[src/rtl/writeback_arbiter.sv]
// Merges execute results and buffered load returns onto the single register-file write port.
// Optional build macro: WB_X0_FILTER_EN suppresses the write enable for grants targeting x0.
module writeback_arbiter #(
  parameter int LOAD_FIFO_DEPTH = 4,
  parameter int STARVE_LIMIT    = 4
) (
  input  logic                               clk,
  input  logic                               rst,
  input  logic                               exValid,
  output logic                               exReady,
  input  logic [4:0]                         exRdAddr,
  input  logic [31:0]                        exData,
  input  logic                               ldValid,
  output logic                               ldReady,
  input  logic [4:0]                         ldRdAddr,
  input  logic [31:0]                        ldData,
  output logic                               wEnable,
  output logic [4:0]                         rdAddr,
  output logic [31:0]                        wData,
  output logic [$clog2(LOAD_FIFO_DEPTH):0]   pendingCount
);

  localparam int PW = $clog2(LOAD_FIFO_DEPTH);
  localparam int CW = PW + 1;
  localparam int SW = $clog2(STARVE_LIMIT + 1);
  localparam logic [CW-1:0] DEPTH_C      = CW'(LOAD_FIFO_DEPTH);
  localparam logic [SW-1:0] STARVE_MAX_C = SW'(STARVE_LIMIT);

  typedef struct packed {
    logic [4:0]  addr;
    logic [31:0] data;
  } wb_entry_t;

  wb_entry_t         mem_q [LOAD_FIFO_DEPTH];
  logic [PW-1:0]     wr_ptr_q, wr_ptr_d;
  logic [PW-1:0]     rd_ptr_q, rd_ptr_d;
  logic [CW-1:0]     count_q, count_d;
  logic [SW-1:0]     starve_q, starve_d;
  logic              wen_q, wen_d;
  logic [4:0]        addr_q, addr_d;
  logic [31:0]       data_q, data_d;

  logic              fifo_full, fifo_nonempty, force_drain;
  logic              push, pop, ex_grant, grant;
  wb_entry_t         grant_entry;

  // Arbitration: a full FIFO or a starved head pre-empts execute.
  always_comb begin
    fifo_full     = (count_q == DEPTH_C);
    fifo_nonempty = (count_q != '0);
    force_drain   = fifo_nonempty && (fifo_full || starve_q == STARVE_MAX_C);
    exReady       = !force_drain;
    ldReady       = !fifo_full;
    push          = ldValid && ldReady;
    pop           = fifo_nonempty && (!exValid || force_drain);
    ex_grant      = !pop && exValid && exReady;
    grant         = pop || ex_grant;
  end

  // NOTE: every always_comb output gets a default first so no path leaves it unassigned (no latch).
  always_comb begin
    grant_entry = '{addr: exRdAddr, data: exData};
    if (pop) grant_entry = mem_q[rd_ptr_q];

    wr_ptr_d = push ? wr_ptr_q + 1'b1 : wr_ptr_q;
    rd_ptr_d = pop  ? rd_ptr_q + 1'b1 : rd_ptr_q;
    count_d  = count_q + CW'(push) - CW'(pop);

    starve_d = starve_q;
    if (pop || !fifo_nonempty) starve_d = '0;
    else if (starve_q != STARVE_MAX_C) starve_d = starve_q + 1'b1;

`ifdef WB_X0_FILTER_EN
    wen_d = grant && (grant_entry.addr != 5'd0);
`else
    wen_d = grant;
`endif
    addr_d = grant ? grant_entry.addr : addr_q;
    data_d = grant ? grant_entry.data : data_q;
  end

  // NOTE: FIFO storage carries no reset; validity is tracked solely by count and pointers.
  always_ff @(posedge clk) begin
    if (push) mem_q[wr_ptr_q] <= '{addr: ldRdAddr, data: ldData};
  end

  always_ff @(posedge clk or posedge rst) begin
    if (rst) begin
      wr_ptr_q <= '0;
      rd_ptr_q <= '0;
      count_q  <= '0;
      starve_q <= '0;
      wen_q    <= 1'b0;
      addr_q   <= '0;
      data_q   <= '0;
    end else begin
      wr_ptr_q <= wr_ptr_d;
      rd_ptr_q <= rd_ptr_d;
      count_q  <= count_d;
      starve_q <= starve_d;
      wen_q    <= wen_d;
      addr_q   <= addr_d;
      data_q   <= data_d;
    end
  end

  assign wEnable      = wen_q;
  assign rdAddr       = addr_q;
  assign wData        = data_q;
  assign pendingCount = count_q;

endmodule

[config.mk]
export PLATFORM = sky130hd
export DESIGN_NAME = writeback_arbiter
export DESIGN_NICKNAME = d
export VERILOG_FILES = /design/src/rtl/writeback_arbiter.sv
export SDC_FILE = /design/constraint.sdc
export NUM_CORES = 1
export LEC_CHECK = 0
export CAP_MARGIN = 20
export CELL_PAD_IN_SITES_DETAIL_PLACEMENT = 0
export CELL_PAD_IN_SITES_GLOBAL_PLACEMENT = 1
export CORE_MARGIN = 4
export CORE_UTILIZATION = 41
export CTS_CLUSTER_DIAMETER = 200
export DETAILED_ROUTE_END_ITERATION = 16
export GPL_TIMING_DRIVEN = 0
export PLACE_DENSITY = 0.76
export SYNTH_ARGS = -nofsm -noshare
export SYNTH_HDL_FRONTEND = slang
export SYNTH_SLANG_ARGS = --single-unit
[constraint.sdc]
create_clock -name clk -period 2.4 [get_ports clk]
set_input_delay 0.24 -clock clk [delete_from_list [all_inputs] [get_ports clk]]
set_output_delay 0.24 -clock clk [all_outputs]
set_load 0.05 [all_outputs]
* Yosys cells after proc, flatten, opt, wreduce, memory -nomap -nowiden *
Memories as Yosys holds them, arrays and structs flattened.
Cells that the tools add are included.
Widths: inputs -> output; s select.

cells by class
  multiplexer cells = 5
  $add $sub $neg = 5
  equal/unequal tests = 3
  reductions and logical operators = 16

operators with widths
  cell                 number
  $mux 37              1
  $eq 3x3->1 const B   2
  $mux 3               2
  $logic_and 1x1->1    5
  $logic_not 1->1      5
  $add 2x1->2 const B  2
  $logic_or 1x1->1     4
  $add 3x1->3          1
  $add 3x1->3 const B  1
  $ne 3x3->1 const B   1
  $reduce_bool 3->1    1
  $sub 3x1->3          1
  $mux 1               2
  $reduce_bool 2->1    1

word-level totals
  output and inout port bits = 43
  bits in writable memories = 148
  bits in registers = 48
  memories = 1
  word-level logic and storage cells = 37

memory list
  memory  words  bits a word  read ports  clocked after Yosys merged registers in  wr ports  line  RTL
  mem_q   4      37           1           0                                        1         34    wb_entry_t mem_q [LOAD_FIFO_DEPTH];

* Longest topological paths before layout *
  depth after elaboration = 9
  gate-level depth with buffers = 13
  depth with buffers taken out = 12

* Worst setup path before layout *
No wires, ideal clock.

  path kind = register to register
  from = register count_q[1] (netlist: pendingCount[1])
  to = register count_q[2] (netlist: pendingCount[2])
  arrival time = 2.605 ns
  cell stages (with the launch flop) = 11
  slack = -0.349 ns
  cells stage by stage = dfrtp_1 > or3b_1 > buf_2 > nand2_1 > ha_1 > inv_1 > ha_1 > inv_1 > fa_1 > xnor2_1 > xnor2_1

between the ends
  elaborated cells between the ends (all ways) = 10
  those cells by class = add/sub (2); eq/ne (1); reduce/logical (7)

RTL lines
  element                 line  RTL
  from (decl)             37    logic [CW-1:0] count_q, count_d;
  from (signal assigned)  99    count_q <= count_d;
  $eq 3x3->1              49    fifo_full = (count_q == DEPTH_C);
  $logic_not 1->1         53    ldReady = !fifo_full;
  named net ldReady       14    output logic ldReady,
  $logic_and 1x1->1       54    push = ldValid && ldReady;
  $add 3x1->3             67    count_d = count_q + CW'(push) - CW'(pop);
  $sub 3x1->3             67
  named net count_d[2]    37

The timed path passes the listed nets, and every way through them passes these cells.
A chain may end at the register's enable or synchronous reset.

* Final worst setup path *
  from = register count_q[0] (netlist: pendingCount[0])
  to = output port exReady

between the ends
  longest elaborated chain between the ends = 4
  elaborated cells between the ends (all ways) = 5
  those cells by class = eq/ne (1); reduce/logical (4)

ends and longest elaborated chain
  element                line  RTL
  $eq 3x3->1             49
  $logic_or 1x1->1       51    force_drain = fifo_nonempty && (fifo_full || starve_q == STARVE_MAX_C);
  $logic_and 1x1->1 (*)  51
  $logic_not 1->1 (*)    52    exReady = !force_drain;
  to (decl)              10    output logic exReady,

Every way passes the cells marked *; elsewhere a longest branch is shown, timed or not.

==> results by group <==
Clock tree
  – CTS max path bufs: 2
  – H-Tree Level Count: 4
  – CTS tree: yes
  – Clock slew at reported path FFs: 0.07 ns
  – # clock sinks: 196
  – Clock Tree Root: clkbuf_16
  – Hold_buf cts: 0
  – TritonCTS Buffers: 17
  – Clk_lat worst skew: about 0.43 ns

GRT
  – Vias in the first global route: 4,365
  – GRT Overall Usage: roughly 16%
  – First-pass GRT wire length: around 25,000 um
  – Grt ovf: 0
  – Largest net degree at the start of global routing: 38
  – Initial antenna violation count: 0

Critical path
  – Critical-path maximum fanout: 6
  – Crit-path cells: buf_6, o211ai_1, and2_1, dlygate4sd2_1
  – Critical path class: reg -> out
  – Crit path max-delay cell type: dlygate4sd2_1
  – Data arrival, critical path: between 2 and 2.5 ns
  – Startpoint Class: flop
  – CP peak stage delay: ~0.52 ns
  – WP buf/inv: 2
  – Delay-heaviest family, CP: buffers and inverters
  – Crit path capture type: output port
  – WP data required: 2.16 ns

Power
  – Leak pwr: about 3.4 nW
  – Sequential share of power: about 38%
  – Logic pwr share: between 40% and 50%
  – Clk pwr share: a little over a fifth
  – Internal Pwr Total: 0.00858 W
  – PD cells: 1330 nW/um2
  – Max rail drop VDD: approximately 0.64 mV
  – Sw Share: 34.9%
  – NetSw: 0.00461 W

Detailed routing
  – Met2 WL: 8110 um
  – Routed via count: between 4k and 5k
  – DR WL met3: 841 um
  – Post-DR vias/cell: about 5.2
  – Drc violations: 0
  – Drt first pass iters: 4
  – Total wire length: 16,400 um
  – Highest metal used: met4
  – Post-route ant nets: 0
  – DR WL/cell: 21.4 um
  – Met1 WL: around 7200 um
  – Number of DRC markers in iteration 0: 201

Layout
  – Register Area: 5650 um2
  – Layout cells sized above 1: 28.8%
  – Area Growth Syn to Fin: 30.7%
  – Non-Filler Instances: 767
  – Fill count: between 1k and 1.5k
  – Most frequent cells in the layout: 148 x edfxtp_1, 118 x clkdlybuf4s50_1, 45 x dfrtp_1
  – Multi-input gate area: around 1900 um2
  – N_diodes: 0
  – Commonest non-fill, non-tap cell in the layout: edfxtp_1
  – Layout Nets: between 600 and 700

Place
  – RePlAce Congestion: roughly 0.72
  – HPWL after DPL: roughly 11,000 um
  – Inst Count DP: around 730
  – Port bufs: 120

Die
  – Die area: roughly 21,000 um2
  – Boundary Pins: ~120
  – Die W: about 140 um
  – Initial core utilization: 42.1%
  – Total core area: around 18,000 um2
  – Die Y: between 100 and 150 um
  – Site Rows: 49

Flow run
  – MaxCap Viol Count: 0

Synthesis
  – FFs w/ async S/R, synth: around 24%
  – Cell area after synthesis: 7610 um2
  – Synthesized flop and latch total: ~200
  – Syn_nets: between 400 and 500
  – Netlist cell types: 30
  – Top_reg_cell synth: edfxtp_1
  – Seq/Total Area, Yosys: around 74%
  – Avg Inst Size Synth: approximately 20 um2
  – Ys Warns: 0
  – Number of enable flip-flop cells after synthesis: about 150
  – Mapped Cells: roughly 370

Timing
  – Hold Vio Cnt, Final: 0
  – Hold_ws: a little under 0.09 ns
  – Final worst path period share: a little over nine tenths
  – Final setup vio count: 0
  – RSZ-0062 raised after global routing: no
  – Slew headroom: between 50% and 60%
  – FMAX: ~430 MHz
  – Clk_skew: 0.0138 ns
  – Crit path time final: ~2.3 ns
  – Final slew viol count: 0
  – Worst Tran Pin Value: between 0.6 and 0.7 ns

Min path
  – Hold crit path type: in -> async

Run status
  – Status: completed
## through the flow
step                      setup TNS, ns  total power, W  util, %  area [um2]  worst slack, ns
after floorplan                       0         0.00857        -        7660           0.0167
after global placement           -81.68          0.0101     50.6        9150           -0.505
after detailed placement         -0.532          0.0103     51.1        9250           -0.308
after CTS                       -0.0222          0.0132     54.6        9870          -0.0222
after global routing                  0          0.0138     55.0        9950           0.0103
final                                 0          0.0132     55.0        9950           0.0866
## cell usage after synthesis (2+ instances only)
cell type  instances  area share, %
and2_1             2           0.16
and3_1             4           0.33
buf_2              8           0.53
buf_6              5           0.74
clkbuf_1           6           0.30
dfrtp_1           48             16
edfxtp_1         148             58
ha_1               8            1.3
inv_1             10           0.49
mux4_2            37             11
nand2b_1          31            2.5
nor2_1             2          0.099
o221a_2           37            5.5
or2b_1             6           0.59
xnor2_1            5           0.58
## worst reg2reg max path: stages, from the launching register on
cell and delay, ns:
dfrtp_4 0.53, o21ai_4 0.24, o32ai_4 0.15, buf_6 0.14, inv_2 0.06, ha_4 0.19, inv_1 0.05, ha_2 0.16
inv_2 0.04, fa_2 0.36, xnor2_2 0.14, xnor2_1 0.12
## cell families (layout without fill, tap and decap cells)
logic type               Yosys count  in the layout  synth area share (%)
flip-flops                       196            196                  74.1
AND/OR/NAND/NOR                   51             51                  4.37
AO/OA/AOI/OAI                     42             42                  5.98
multiplexers                      39             39                  11.2
buffers and inverters             30            196                  2.12
adder cells (fa/ha/maj)            9              9                  1.58
XOR/XNOR                           5              5                 0.575
## path summary, 6_finish.rpt
check / from / end / slack [ns] / depth (start not counted)
min in group clk: ldRdAddr[2] / mem_q[2][34] / 0.45 / 1
max in group asynchronous: rst / pendingCount[1] / 1.77 / 3
max: pendingCount[0] / exReady / 0.09 / 4
min: rst / wData[0] / 0.09 / 2
min reg2reg: starve_q[0] / starve_q[0] / 0.48 / 1
max reg2reg: pendingCount[1] / pendingCount[2] / 0.10 / 11
## metal layers
metal / vias up / GRT usage [%]
met5: - / 0
met4: 0 / 5.55
met3: 19 / 4.13
met2: 105 / 26.9
met1: 2071 / 21.5
li1: 1811 / -
## power groups by stage
stage               clock (W)  combinational (W)  sequential (W)
finish                0.00285            0.00532         0.00502
global route          0.00304            0.00568         0.00510
CTS                   0.00290            0.00530         0.00503
detailed placement          0            0.00525         0.00507
global placement            0            0.00507         0.00506
floorplan                   0            0.00234         0.00622
## state kept, by name, indices dropped and copies added (netlist names)
register	flops
mem_q	148
wData	32
starve_q	3
wEnable	1
wr_ptr_q	2
rd_ptr_q	2
pendingCount	3
rdAddr	5
## what timing repair did
| action | 4_1_cts | 5_1_grt |
|---|---|---|
| setup endpoints to repair | 4 | 2 |
| setup buffers | 1 | 9 |
| cloned | 0 | 0 |
| pin swaps | 0 | 8 |
| resized for setup | 5 | 9 |
## cell type report
cell class / count / share of cell area, %
Buffer: 19 / 1.26
Clock buffer: 21 / 4.73
Clock inverter: 11 / 1.26
Inverter: 10 / 0.377
Multi-Input combinational cell: 146 / 18.9
Sequential cell: 196 / 56.8
Tap cell: 229 / 2.88
Timing Repair Buffer: 135 / 13.8
Power figures use the tool's default switching activity.
==> patch 1 (same settings) <==
Take the reset off `addr_q` and `data_q` and load them in a clocked block of their own.
--- a/src/rtl/writeback_arbiter.sv
+++ b/src/rtl/writeback_arbiter.sv
@@ -92,6 +92,4 @@
       starve_q <= '0;
       wen_q    <= 1'b0;
-      addr_q   <= '0;
-      data_q   <= '0;
     end else begin
       wr_ptr_q <= wr_ptr_d;
@@ -100,7 +98,10 @@
       starve_q <= starve_d;
       wen_q    <= wen_d;
-      addr_q   <= addr_d;
-      data_q   <= data_d;
     end
+  end
+
+  always_ff @(posedge clk) begin
+    addr_q <= addr_d;
+    data_q <= data_d;
   end
 
Behaviour: not the same (a bounded check fails within 4 cycles, from zero or initial values and one cycle with rst high).
==> patch 1 against the unedited design <==
Fmax up 0.49%; critical path depth up 6; synthesized area down 0.49%; final area down 1.6%; setup slack better by 0.011 ns; worst hold slack better by 0.038 ns; sequential cell count unchanged; non-clock buffer count down 15; total power down 1.2%; routed wire length down 16%.
==> patch 1: results (changes against the unedited design) <==
[status]
run_status=finished clean  ; unchanged

[logic_synthesis]
synth_area_leaders=edfxtp_1, mux4_2, mux2_2  ; was edfxtp_1, dfrtp_1, mux4_2
syn_nets=413  ; was 459
synth.avg_cell_area_um2=23.2  ; was 20.5 µm²
synthMuxAreaShare=0.175  ; was 0.112
synthTopCellsByCount=edfxtp_1, mux4_2, mux2_2, mux2_4, dfrtp_1  ; was edfxtp_1, dfrtp_1, mux4_2, o221a_2, nand2b_1
synth_compound_area_frac=0.00512  ; was 0.0598
seq_area_frac_synth=0.770  ; was 0.741
synth_cell_type_count=28  ; was 30

[routing]
wl_mm=13.8  ; was 16.4 mm
met2_length_mm=7.14  ; was 8.11 mm
dr.first_iter.drc_count=123  ; was 201
wl_met1_mm=5.91  ; was 7.21 mm
num_vias=3549  ; was 4006
met3_wirelength_um=614  ; was 841 µm

[layout]
drive_gt1_frac=0.274  ; was 0.288
nFillCells=1408  ; was 1394
multiInputCombCellCount=108  ; was 146
buf_share=0.146  ; was 0.151
n_all_buffers=139  ; was 154
seq_area_um2=5830  ; was 5650 µm²
multi_input_area_share=0.168  ; was 0.189

[global_route]
use_met1=0.175  ; was 0.215
grt_pass1_wl_mm=21.3  ; was 25.0 mm
grt_pass1_vias=3956  ; was 4365
grtUsageTotal=0.139  ; was 0.164
met3_usage=0.0326  ; was 0.0413
use_met2=0.237  ; was 0.269

[placed_design]
place_ws_ns=-0.392  ; was -0.308 ns
gp_congestion=0.725  ; was 0.723
dp_cells=676  ; was 726
dpl_cell_area_um2=9100  ; was 9250 µm²

[power]
seqPwrFrac=0.395  ; was 0.380
switching_share=0.333  ; was 0.349
powerSeq_w=0.00515  ; was 0.00502 W

[worst_setup_path]
rr_worst_depth=10  ; was 11
arrival_ns=2.64  ; was 2.07 ns

[cts]
post-cts-setup-buffers=2  ; was 1

[sta]
slew_headroom=0.542  ; was 0.543
worst_clock_skew_ns=0.0108  ; was 0.0138 ns

==> patch 1: critical path, stage by stage, from the launching register on <==
cell and delay, ns:
dfrtp_2 0.49, o21a_1 0.28, a21oi_4 0.20, buf_12 0.13
ha_1 0.22, inv_1 0.06, ha_1 0.13, inv_1 0.05
fa_2 0.35, xnor2_2 0.19, xnor2_1 0.14
==> patch 1: worst max-delay path by stage <==
stage                                    startpoint                   endpoint  slack [ns]  cells after the start
after detailed placement                    exValid  pendingCount[2]$_DFF_PP0_       -0.39                     12
after CTS                 pendingCount[1]$_DFF_PP0_  pendingCount[2]$_DFF_PP0_        0.07                     10
after global placement                      exValid         wData[4]$_DFFE_PP_       -0.40                      2
after global routing        starve_q[0]$_DFFE_PP0P_  pendingCount[2]$_DFF_PP0_      -0.005                     12
after floorplan           pendingCount[1]$_DFF_PP0_  pendingCount[2]$_DFF_PP0_       -0.03                     11
final                     pendingCount[1]$_DFF_PP0_  pendingCount[2]$_DFF_PP0_         0.1                     10
==> patch 2 (same settings) <==
Made on the original files. Build with the macro `WB_X0_FILTER_EN` defined.
--- a/src/rtl/writeback_arbiter.sv
+++ b/src/rtl/writeback_arbiter.sv
@@ -1,4 +1,6 @@
 // Merges execute results and buffered load returns onto the single register-file write port.
 // Optional build macro: WB_X0_FILTER_EN suppresses the write enable for grants targeting x0.
+`define WB_X0_FILTER_EN
+
 module writeback_arbiter #(
   parameter int LOAD_FIFO_DEPTH = 4,
Formal check against the unedited RTL: not equivalent (Yosys sat finds a counterexample within 4 cycles, from zero or initial values and one cycle with rst high).
==> patch 2 against the unedited design <==
First-iteration DRC count up 46%; synthesized area is 2.3% higher; non-clock buffer count did not move; count of clock-buffer cells in the layout stayed put; final area up 1.6%; register-to-register slack worse by 0.03 ns; routed wire length shrank 1.4%; utilization is 0.97 points lower; sequential cell count unchanged; total power up 1.2%; synthesized cell count up 9.9%; setup slack worse by 0.021 ns; critical endpoint is now pendingCount[2]$_DFF_PP0_.
==> patch 2: results (changes against the unedited design) <==
[status]
run_status=finished clean  ; unchanged

[logic_synthesis]
synth_compound_area_frac=0.0270  ; was 0.0598
syn_nets=496  ; was 459
synthTopCellsByCount=edfxtp_1, dfrtp_1, mux2i_1, nand2_1, o21ai_1  ; was edfxtp_1, dfrtp_1, mux4_2, o221a_2, nand2b_1
synthXorXnorAreaFrac=0.00562  ; was 0.00575
synthMuxAreaShare=0.171  ; was 0.112

[worst_setup_path]
slowest_stage=dfrtp_4  ; was dlygate4sd2_1
crit_fanout=7  ; was 6
cp-startpoint=pendingCount[1]$_DFF_PP0_  ; was pendingCount[0]$_DFF_PP0_

[power]
p_leak_nw=3.69  ; was 3.41 nW
switching_power_w=0.00473  ; was 0.00461 W
p_clk_frac=0.212  ; was 0.216

[global_route]
grtUsageTotal=0.158  ; was 0.164
grt_pass1_vias=4469  ; was 4365

[routing]
drtPass1Iterations=5  ; was 4
wl_met1_mm=7.11  ; was 7.21 mm
met2_length_mm=7.96  ; was 8.11 mm
route.detailed.wl_per_inst_um=20.0  ; was 21.4 µm
top_layer=met5  ; was met4
dr.first_iter.drc_count=293  ; was 201

[placed_design]
dp_hpwl_mm=10.6  ; about the same
dpl_cell_area_um2=9440  ; was 9250 µm²

[layout]
nFillCells=1484  ; was 1394
drive_gt1_frac=0.155  ; was 0.288

[sta]
holdWs_ns=0.0863  ; was 0.0873 ns

-- patch 2: timing repair --
item | 4_1_cts | 5_1_grt
setup endpoints to repair | 3 | 3
buffers inserted | 2 | 8
gates resized for setup | 4 | 4
pin swaps | 3 | 5
hold endpoints to repair | 0 | 0
-- patch 2: area by class of cell --
| class | count | area (µm²) | share of cell area |
|---|---|---|---|
| buffer | 19 | 161 | 0.0160 |
| inverter | 8 | 30.0 | 0.00297 |
| tap | 234 | 293 | 0.0290 |
| multi-input combinational | 185 | 2000 | 0.198 |
| clock inverter | 11 | 149 | 0.0147 |
| clock buffer | 21 | 440 | 0.0436 |
| sequential | 196 | 5650 | 0.559 |
| timing repair buffer | 135 | 1380 | 0.137 |
-- patch 2: worst reg2reg max path, stage by stage (launching register included) --
cell and delay (ns):
dfrtp_4 0.53, o32a_1 0.36, buf_6 0.13, buf_12 0.12
ha_4 0.20, inv_2 0.06, ha_4 0.11, inv_2 0.03
fa_2 0.39, xnor2_2 0.15, xnor2_1 0.12
-- patch 2: through the flow --
stage               utilization  instances  TNS [ns]  setup WS (ns)  power (W)
floorplan                     -        409    -0.125         -0.112    0.00876
global placement          0.499        763    -83.35         -0.514     0.0104
detailed placement        0.505        768    -0.473         -0.291     0.0106
CTS                       0.538        802   -0.0716        -0.0716     0.0135
global route              0.540        809   -0.0555        -0.0555     0.0141
finish                    0.540        809         0         0.0656     0.0133
-- patch 2: cells by family (layout without fill, tap and decap cells) --
| kind of cell | after synthesis | after routing |
|---|---|---|
| and+or+nand+nor | 54 | 54 |
| DFF | 196 | 196 |
| AOI/OAI and AO/OA | 40 | 40 |
| xor gates and xnor gates | 5 | 5 |
| buffers and inverters | 28 | 194 |
| muxes | 77 | 77 |
| adders and majority gates | 9 | 9 |
